==> src/rtl/multi_channel_debouncer.sv <==
// N-channel key debouncer: per-channel synchroniser, press/release qualification over a stable
// window, registered level and one-cycle pulses. Define AUTOREPEAT_EN to add auto-repeat pulses.
`timescale 1ns/1ps
module multi_channel_debouncer #(
  parameter int unsigned CHANNELS        = 8,
  parameter int unsigned DEBOUNCE_CYCLES = 250000,
  parameter int unsigned SYNC_STAGES     = 2,
  parameter int unsigned REPEAT_DELAY    = 25000000,
  parameter int unsigned REPEAT_PERIOD   = 5000000
) (
  input  logic                clk,
  input  logic                rst,
  input  logic [CHANNELS-1:0] sig_in,
  output logic [CHANNELS-1:0] level,
  output logic [CHANNELS-1:0] press_pulse,
  output logic [CHANNELS-1:0] release_pulse,
  output logic [CHANNELS-1:0] repeat_pulse,
  output logic                any_held
);

  localparam int unsigned CW = $clog2(DEBOUNCE_CYCLES);
  localparam logic [CW-1:0] CntLast = CW'(DEBOUNCE_CYCLES - 1);

  typedef enum logic [1:0] {StLow, StRiseWait, StHigh, StFallWait} state_t;

  if (CHANNELS < 1 || CHANNELS > 32) begin : g_bad_channels
    $error("CHANNELS must be 1..32");
  end
  if (DEBOUNCE_CYCLES < 2) begin : g_bad_debounce
    $error("DEBOUNCE_CYCLES must be >= 2");
  end
  if (SYNC_STAGES < 2 || SYNC_STAGES > 3) begin : g_bad_sync
    $error("SYNC_STAGES must be 2..3");
  end
  if (REPEAT_DELAY < 1 || REPEAT_PERIOD < 1) begin : g_bad_repeat
    $error("REPEAT_DELAY and REPEAT_PERIOD must be >= 1");
  end

`ifdef AUTOREPEAT_EN
  localparam int unsigned RepMax = (REPEAT_DELAY > REPEAT_PERIOD) ? REPEAT_DELAY : REPEAT_PERIOD;
  localparam int unsigned RW = $clog2(RepMax + 1);
  localparam logic [RW-1:0] RepFirstLast = RW'(REPEAT_DELAY - 1);
  localparam logic [RW-1:0] RepNextLast  = RW'(REPEAT_PERIOD - 1);
`endif

  for (genvar i = 0; i < CHANNELS; i++) begin : g_ch
    logic [SYNC_STAGES-1:0] sync_q;
    state_t                 state_q;
    logic [CW-1:0]          cnt_q;
    logic                   level_q, press_q, release_q;
    logic                   s, cnt_done, press_evt, release_evt;

    assign s           = sync_q[SYNC_STAGES-1];
    assign cnt_done    = (cnt_q == CntLast);
    assign press_evt   = (state_q == StRiseWait) && s && cnt_done;
    assign release_evt = (state_q == StFallWait) && !s && cnt_done;

    always_ff @(posedge clk or posedge rst) begin
      if (rst) begin
        sync_q    <= '0;
        state_q   <= StLow;
        cnt_q     <= '0;
        level_q   <= 1'b0;
        press_q   <= 1'b0;
        release_q <= 1'b0;
      end else begin
        sync_q    <= {sync_q[SYNC_STAGES-2:0], sig_in[i]};
        press_q   <= 1'b0;
        release_q <= 1'b0;
        unique case (state_q)
          StLow: begin
            if (s) begin
              state_q <= StRiseWait;
              cnt_q   <= '0;
            end
          end
          StRiseWait: begin
            if (!s) begin
              state_q <= StLow;
              cnt_q   <= '0;
            end else if (press_evt) begin
              state_q <= StHigh;
              cnt_q   <= '0;
              level_q <= 1'b1;
              press_q <= 1'b1;
            end else begin
              cnt_q <= cnt_q + 1'b1;
            end
          end
          StHigh: begin
            if (!s) begin
              state_q <= StFallWait;
              cnt_q   <= '0;
            end
          end
          StFallWait: begin
            if (s) begin
              state_q <= StHigh;
              cnt_q   <= '0;
            end else if (release_evt) begin
              state_q   <= StLow;
              cnt_q     <= '0;
              level_q   <= 1'b0;
              release_q <= 1'b1;
            end else begin
              cnt_q <= cnt_q + 1'b1;
            end
          end
          default: state_q <= StLow;
        endcase
      end
    end

    assign level[i]         = level_q;
    assign press_pulse[i]   = press_q;
    assign release_pulse[i] = release_q;

`ifdef AUTOREPEAT_EN
    logic [RW-1:0] rcnt_q;
    logic          rfirst_q, rep_q, held;

    assign held = (state_q == StHigh) || (state_q == StFallWait);

    // The edge that leaves for LOW never fires, so the train ends cleanly with the release.
    always_ff @(posedge clk or posedge rst) begin
      if (rst) begin
        rcnt_q   <= '0;
        rfirst_q <= 1'b0;
        rep_q    <= 1'b0;
      end else begin
        rep_q <= 1'b0;
        if (press_evt) begin
          rcnt_q   <= '0;
          rfirst_q <= 1'b1;
        end else if (!held || release_evt) begin
          rcnt_q   <= '0;
          rfirst_q <= 1'b0;
        end else if (rcnt_q == (rfirst_q ? RepFirstLast : RepNextLast)) begin
          rcnt_q   <= '0;
          rfirst_q <= 1'b0;
          rep_q    <= 1'b1;
        end else begin
          rcnt_q <= rcnt_q + 1'b1;
        end
      end
    end

    assign repeat_pulse[i] = rep_q;
`else
    assign repeat_pulse[i] = 1'b0;
`endif
  end

  always_ff @(posedge clk or posedge rst) begin
    if (rst) any_held <= 1'b0;
    else     any_held <= |level;
  end

endmodule

==> config.mk <==
export PLATFORM = sky130hd
export DESIGN_NAME = multi_channel_debouncer
export DESIGN_NICKNAME = d
export VERILOG_FILES = /design/src/rtl/multi_channel_debouncer.sv
export SDC_FILE = /design/constraint.sdc
export NUM_CORES = 1
export LEC_CHECK = 0
export BUFFER_PORTS_ARGS = -buffer_cell sky130_fd_sc_hd__buf_2
export CORE_UTILIZATION = 40
export CTS_CLUSTER_DIAMETER = 200
export DETAILED_ROUTE_END_ITERATION = 8
export PLACE_DENSITY = 0.55
export SLEW_MARGIN = 20
export SYNTH_ARGS = -nofsm -noshare
export SYNTH_HDL_FRONTEND = slang
export SYNTH_SLANG_ARGS = --single-unit
==> constraint.sdc <==
create_clock -name clk -period 17.12 [get_ports clk]
set_input_delay 0.856 -clock clk [delete_from_list [all_inputs] [get_ports clk]]
set_output_delay 0.856 -clock clk [all_outputs]
set_load 0.03 [all_outputs]
==> flow_summary.toml, run 1 <==
[outcome]
status = "finished clean"

[power]
power.share.combinational_pct = 23.3
sw_frac_of_total_pct = 33.4
power.share.clock_pct = 37.3
p_int_uw = 946
power_leakage_uw = 0.00493
p_per_area_mw_per_mm2 = 123
p_switching_uw = 474
power_frac_seq_pct = 39.5
ir_drop_mv = 0.0899

[placed_design]
hpwl_um = 14900
gp_congestion = 0.786
io_buffer_count = 34
pre_cts_ws_ns = 14.44
dp_cells = 1468

[detailed_routing]
dr.pass1.iters = 5
routed.top_layer = "met4"
route.met3.wl_um = 653
antenna_left = 0
viasPerCell = 5.45
num_vias = 8250
wire_per_inst_um = 14.8
drc = 0
wl_met2_um = 10100
drt_wl_total_um = 22500
wl_met1_um = 11300
drtIter0Drc = 576

[cells_and_area]
final_common_cell = "dfrtp_1"
instances_no_fill = 1513
final_cell_mix = "201 x dfrtp_1, 135 x nand2_1, 109 x o21ai_0"
syn_to_final_growth_pct = 10.6
drive_above_1_share_pct = 9.13
antenna_cells = 0
nNetsFinal = 1183

[floorplan]
ios = 43
die_h_um = 164
dieWidth_um = 164
dieArea_mm2 = 0.0268
num_rows = 58
start_util_pct = 41.2
core_area_mm2 = 0.0254

[synth]
synth.yosys.warnings = 0
async_reset_ff_share_pct = 100
ys_seq_elements = 201
syn_area_mm2 = 0.0105
synth.distinct_cells = 67
synth_edf_count = 0
synth_area_per_cell_um2 = 9.02
ys.flop_type = "dfrtp_1"
yosys.area.top_type = "dfrtp_1"
syn_inst = 1159
ys_seq_area_share_pct = 48.1
synthTopCellsByArea = "dfrtp_1 48%, o21ai_0 5.2%, nand3_1 5.0%"
synth_top_area_share_pct = 48.1

[timing]
slew_headroom_pct = 29.7
setup_viol = 0
tns_ns = 0
rsz0062_at_grt = "false"
fin_ws_ns = 14.78
fin_skew_ns = 0.0122
clock.fmax_ghz = 0.427
hold_viol = 0
period_share_pct = 13.7
worst_slew_pin_slew_ns = 1.05
drv_slew = 0
layout_min_cycle_time_ns = 2.34

[hold_path]
min_from = "g_ch[7].sync_q[0]"
hold_class = "flop to flop"

[clock_network]
clkSlewWorstSetupHoldPaths_ns = 0.06
h-tree-depth = 1
tritoncts = "yes"
clockBufferDepth = 3
cts_sinks = 201
cts_hold_buf = 0
insertion_delay_ns = 0.51
cts-root-buf = "clkbuf_16"
numCtsBuffers = 25
ctsResizeCount = 0
postCtsSetupBuffers = 0

[setup_path]
path_class = "flop to flop"
cp-start-kind = "flop"
crit-reg2reg-launch = "g_ch[5].cnt_q[8]"
crit_arrival_ns = 2.74
crit_path_end_kind = "flop"
critPathLaunch = "g_ch[5].cnt_q[8]"
path_max_fanout = 12
critPathRequiredTime_ns = 17.52

[flow_run]
maxCapViolations = 0

[global_route]
grt_pass1_vias = 7691
grt_antenna_before_repair = 0
grt_start_max_net_pins = 132
track_usage_pct = 17.2
grt_overflow = 0
grt_first_pass_wirelength_um = 38400
## cell type report
type / count / area [µm²]
Tap cell: 330 / 413
Clock inverter: 11 / 134
Fill cell: 2477 / 13800
Timing Repair Buffer: 38 / 200
Multi-Input combinational cell: 844 / 4880
Inverter: 55 / 214
Sequential cell: 201 / 5030
Clock buffer: 34 / 699
## layer usage
metal  global-route usage [%]  vias up
li1                         -     4157
met1                     24.9     3962
met2                     26.9       96
met3                     2.20       35
met4                     5.26        0
met5                        0        -
## registers in the layout (all words and copies together) (netlist names), named ones only
register	flops
g_ch.sync_q	16
any_held	1
g_ch.press_q	8
g_ch.state_q	8
g_ch.release_q	8
g_ch.level_q	8
g_ch.cnt_q	144
## per-stage QoR
step | hold WS [ns] | power (µW) | instance area, µm² | util (%)
after floorplan | 0.331 | 817 | 10500 | -
after global placement | 0.335 | 895 | 10700 | 42.2
after detailed placement | 0.335 | 900 | 10700 | 42.2
after CTS | 0.347 | 1440 | 11600 | 45.5
after global routing | 0.348 | 1510 | 11600 | 45.5
final | 0.348 | 1420 | 11600 | 45.5
## worst max-delay path, cell delays in order, from the launching register on
cell and delay (ns):
dfrtp_1 0.45, nor4b_1 0.50, nand4_1 0.21, o21ai_1 0.65
o21ai_0 0.21, a21o_1 0.21
## power by group through the flow
stage	clock network, µW	logic, µW	registers [µW]
5_1_grt	566	375	569
6_report	529	330	561
3_3_place_gp	0	328	567
2_1_floorplan	0	268	549
3_5_place_dp	0	332	568
4_1_cts	547	332	560
## final timing paths
kind	slack (ns)	depth (start not counted)	endpoint
min reg2reg	0.35	0	g_ch[7].sync_q[1]
max reg2reg	14.78	5	g_ch[5].cnt_q[8]
max in group asynchronous	15.19	3	g_ch[0].sync_q[1]
min	0.35	0	g_ch[7].sync_q[1]
min in group asynchronous	0.49	2	g_ch[3].cnt_q[15]
max	14.78	5	g_ch[5].cnt_q[8]
## synthesized netlist by cell type (all sizes together), types with 4 or more instances
| cell type | number |
|---|---|
| a21o | 31 |
| a21oi | 65 |
| a22o | 10 |
| a31oi | 8 |
| and2 | 16 |
| and3 | 18 |
| and4 | 7 |
| buf | 40 |
| clkbuf | 26 |
| dfrtp | 201 |
| ha | 8 |
| inv | 55 |
| mux2 | 6 |
| mux2i | 10 |
| nand2 | 136 |
| nand2b | 9 |
| nand3 | 104 |
| nand4 | 27 |
| nor2 | 53 |
| nor3 | 32 |
| nor3b | 10 |
| nor4 | 22 |
| nor4b | 8 |
| o211ai | 7 |
| o21ai | 112 |
| o31ai | 8 |
| or2 | 9 |
| or3 | 42 |
| or4 | 11 |
| or4b | 4 |
| xnor2 | 7 |
| xor2 | 20 |
## cell families after synthesis
family / after synthesis / share of synthesized area [%]
other cells: 1 / 0.0359
flops: 201 / 48.1
buf+inv: 121 / 5.60
mux: 16 / 1.60
compound gates: 264 / 14.9
xor+xnor: 27 / 2.26
fa+ha+maj: 8 / 0.957
simple gates: 521 / 26.5
Power figures use the tool's default switching activity.
==> run 2, diff against run 1 <==
clock period = 2.36 ns   (was 17.12 ns; I/O delays follow)
==> flow_summary.toml, run 2 (synthesized netlist as in run 1, its figures left out) <==
[outcome]
status = "finished clean"

[flow_run]
maxCapViolations = 0

[timing]
layout_min_cycle_time_ns = 2.20
worst_slew_pin_slew_ns = 0.987
fin_ws_ns = 0.164
drv_slew = 0
setup_viol = 0
hold_viol = 0
slew_headroom_pct = 34.0
fin_skew_ns = 0.0225
clock.fmax_ghz = 0.455
period_share_pct = 93.1
rsz0062_at_grt = "false"

[clock_network]
cts_sinks = 201
clkSlewWorstSetupHoldPaths_ns = 0.06
numCtsBuffers = 24
cts-root-buf = "clkbuf_16"
h-tree-depth = 1
insertion_delay_ns = 0.51
clockBufferDepth = 3
tritoncts = "yes"

[global_route]
track_usage_pct = 17.2
grt_antenna_before_repair = 0
grt_pass1_vias = 7835
grt_first_pass_wirelength_um = 38500
grt_start_max_net_pins = 106
grt_overflow = 0

[placed_design]
hpwl_um = 15300
gp_congestion = 0.824
pre_cts_ws_ns = 0.192
io_buffer_count = 34

[cells_and_area]
final_common_cell = "dfrtp_1"
nNetsFinal = 1218
final_util_pct = 46.7
largest_reg_flops = 144
antenna_cells = 0
largestRegisters = "g_ch.cnt_q: 144 flops, g_ch.sync_q: 16 flops"
syn_to_final_growth_pct = 13.5
final_cell_mix = "201 x dfrtp_1, 135 x nand2_1, 109 x o21ai_0"
drive_above_1_share_pct = 10.9
top_register = "g_ch.cnt_q"

[hold_path]
hold_class = "input port to async pin"

[floorplan]
start_util_pct = 41.2
die_h_um = 164
ios = 43
dieArea_mm2 = 0.0268
num_rows = 58
dieWidth_um = 164
core_area_mm2 = 0.0254

[detailed_routing]
dr.pass1.iters = 5
drc = 0
num_vias = 8454
drt_wl_total_um = 22700
viasPerCell = 5.47
antenna_left = 0
drtIter0Drc = 532
wire_per_inst_um = 14.7

[power]
power.share.combinational_pct = 24.4
p_total_uw = 10400
p_switching_uw = 3410
p_int_uw = 7010
sw_frac_of_total_pct = 32.7
p_per_area_mw_per_mm2 = 878
power_frac_seq_pct = 39.0
power.share.clock_pct = 36.6
ir_drop_mv = 0.548
power_leakage_uw = 0.00510

[setup_path]
path_class = "flop to flop"
cp-start-kind = "flop"
path_buf_inv = 0
crit_chain = "or4b_1 > nor4_2 > a21o_1 > o21ai_1 > a22o_1"
r2r_cells = 5
path_max_fanout = 10
critPathRequiredTime_ns = 2.76
rr_endpoint = "g_ch[1].cnt_q[9]"
r2r_slack_ns = 0.16
crit-reg2reg-launch = "g_ch[1].cnt_q[8]"
cpPeakStageDelay_ns = 0.56
crit_arrival_ns = 2.60
critPathTopFamily = "simple AND/OR/NAND/NOR gates"
crit_path_end_kind = "flop"
cp_slowest_cell = "or4b_1"
==> run 2: final cells by class <==
class,count,area (µm²)
clock buffer,35,713
clock inverter,7,113
fill,2436,13500
inverter,55,210
multi-input combinational,844,4880
sequential,201,5030
tap,330,413
timing repair buffer,74,518
==> run 2: worst max path at each step <==
stage	start	to	slack [ns]	cells after the start
floorplan	rst	async pin	-0.36	1
global placement	g_ch[1].cnt_q[8]	g_ch[1].cnt_q[9]	0.23	5
detailed placement	g_ch[1].cnt_q[8]	g_ch[1].cnt_q[9]	0.19	5
CTS	g_ch[1].cnt_q[8]	g_ch[1].cnt_q[9]	0.17	5
global route	g_ch[1].cnt_q[8]	g_ch[1].cnt_q[5]	0.01	5
finish	g_ch[1].cnt_q[8]	g_ch[1].cnt_q[9]	0.16	5
==> run 2: per-stage QoR <==
step / area, µm² / std cells / setup TNS [ns] / hold WS (ns)
2_1_floorplan: 10500 / 1166 / -72.42 / 0.149
4_1_cts: 11900 / 1546 / 0 / 0.120
5_1_grt: 11900 / 1546 / 0 / 0.144
6_report: 11900 / 1546 / 0 / 0.144
3_3_place_gp: 10900 / 1495 / 0 / 0.123
3_5_place_dp: 11000 / 1495 / 0 / 0.123
==> run 2: layer usage <==
layer	vias to the layer above	global-route usage (%)	share of wire (%)
met3	39	2.42	3.1
met5	-	0	0
met2	119	27.3	45
met1	4056	24.5	50
li1	4240	-	-
met4	0	5.01	2.2
==> run 2: repair_timing <==
item	CTS	global route
endpoints found under the setup margin	0	2
resized for setup	0	1
hold endpoints to repair	101	0
hold buffers	9	0
setup buffers	0	0
==> run 2: power groups by stage <==
stage	logic (µW)	clock network (µW)	registers (µW)
3_3_place_gp	2530	0	4120
5_1_grt	2870	4060	4130
2_1_floorplan	1940	0	3990
3_5_place_dp	2540	0	4130
4_1_cts	2560	3930	4070
6_report	2540	3810	4070
==> run 2: worst min-delay path, stage by stage <==
cell           delay [ns]
dlygate4sd3_1        0.53
buf_2                0.13
clkinvlp_4           0.26
==> run 3, diff against run 2 <==
CTS_BUF_LIST = sky130_fd_sc_hd__clkbuf_8   (was default)
==> flow_summary.toml, run 3 (synthesized netlist as in run 1, its figures left out) <==
[outcome]
status = "finished clean"

[floorplan]
dieArea_mm2 = 0.0268
num_rows = 58
core_area_mm2 = 0.0254
ios = 43
die_h_um = 164
start_util_pct = 41.2
dieWidth_um = 164

[timing]
worst_slew_pin_slew_ns = 0.962
hold_slack_ns = 0.145
clock.fmax_ghz = 0.461
slew_headroom_pct = 35.6
layout_min_cycle_time_ns = 2.17
rsz0062_at_grt = "false"
hold_viol = 0
period_share_pct = 91.9
setup_viol = 0
fin_skew_ns = 0.0220
drv_slew = 0

[cells_and_area]
largestRegisters = "g_ch.cnt_q: 144 flops, g_ch.sync_q: 16 flops"
final_area_mm2 = 0.0118
final_common_cell = "dfrtp_1"
syn_to_final_growth_pct = 13.0
nNetsFinal = 1232
final_cell_mix = "201 x dfrtp_1, 135 x nand2_1, 109 x o21ai_0"
instances_no_fill = 1572
antenna_cells = 0
largest_reg_flops = 144
drive_above_1_share_pct = 12.1
top_register = "g_ch.cnt_q"

[clock_network]
cts_sinks = 201
clockBufferDepth = 3
tritoncts = "yes"
numCtsBuffers = 38
insertion_delay_ns = 0.52
h-tree-depth = 2
cts-root-buf = "clkbuf_8"
clkSlewWorstSetupHoldPaths_ns = 0.06

[setup_path]
crit_path_end_kind = "flop"
critPathRequiredTime_ns = 2.76
critPathTopFamily = "simple AND/OR/NAND/NOR gates"
cpPeakStageDelay_ns = 0.55
cp_slowest_cell = "or4b_1"
path_buf_inv = 0
crit_chain = "or4b_1 > nor4_2 > a21o_1 > o21ai_1 > a22o_1"
cp-start-kind = "flop"
path_max_fanout = 10
path_class = "flop to flop"
crit_arrival_ns = 2.57

[placed_design]
gp_congestion = 0.824
dp_cells = 1495
hpwl_um = 15300
io_buffer_count = 34
postPlaceCellArea_mm2 = 0.0110

[detailed_routing]
antenna_left = 0
wire_per_inst_um = 14.5
viasPerCell = 5.39
drc = 0
drtIter0Drc = 548
drt_wl_total_um = 22800
dr.pass1.iters = 5
num_vias = 8477

[global_route]
grt_overflow = 0
grt_antenna_before_repair = 0
grt_start_max_net_pins = 106
grt_first_pass_wirelength_um = 38900
track_usage_pct = 17.6
grt_pass1_vias = 7912

[hold_path]
hold_class = "input port to async pin"

[power]
ir_drop_mv = 0.452
p_per_area_mw_per_mm2 = 843
power_leakage_uw = 0.00514

[flow_run]
maxCapViolations = 0
run 3: cell count changes in the layout (fill, tap and decap cells not counted), sizes merged:
cell	previous run	this run
clkbuf	35	51
clkinvlp	2	1
inv	54	68
bufinv	3	0
run 3: layer usage:
metal,track usage [%],share of wire [%],vias up
met1,24.8,50,4048
met2,27.2,44,125
met3,3.11,3.3,40
met5,0,0,-
met4,5.93,2.1,0
li1,-,-,4264
run 3: timing repair:
action	in CTS	in global routing
buffers inserted	0	0
setup endpoints to repair	0	2
resized for setup	0	1
hold buffers	9	0
endpoints found under the hold margin	104	0
run 3: final cells by class:
cell class / instances / area, µm²
fill: 2470 / 13600
sequential: 201 / 5030
multi-input combinational: 844 / 4880
clock buffer: 51 / 702
timing repair buffer: 74 / 518
tap: 330 / 413
inverter: 55 / 210
clock inverter: 17 / 71.3
run 3: through the flow:
stage	total power, µW	TNS [ns]	setup slack, ns	util (%)
global route	10700	0	0.0180	46.5
floorplan	5930	-72.42	-0.360	-
CTS	10100	0	0.177	46.5
finish	9970	0	0.190	46.5
global placement	6640	0	0.230	43.1
detailed placement	6660	0	0.192	43.1
run 3: worst reg2reg max path, delay by kind of cell (launching register included):
| kind | cells | cell delay (ns) |
|---|---|---|
| AOI/OAI and AO/OA | 3 | 0.71 |
| DFF | 1 | 0.43 |
| and+or+nand+nor | 2 | 0.92 |
run 3: path summary, 6_finish.rpt:
path                       cells past startpoint                end  slack [ns]              start
max in group asynchronous                      4  g_ch[7].cnt_q[10]        1.37                rst
hold reg to reg                                0  g_ch[3].sync_q[1]        0.34  g_ch[3].sync_q[0]
hold / removal                                 3   g_ch[3].cnt_q[4]        0.14                rst
setup / recovery                               5   g_ch[1].cnt_q[9]        0.19   g_ch[1].cnt_q[8]
setup reg to reg                               5   g_ch[1].cnt_q[9]        0.19   g_ch[1].cnt_q[8]
min in group clk                               2  g_ch[4].sync_q[0]        0.25          sig_in[4]
run 3: report_power, final:
group | internal [µW] | leakage, µW | switching, µW
clock | 1920 | 0.000453 | 1440
combinational | 893 | 0.00196 | 1650
sequential | 3710 | 0.00273 | 358
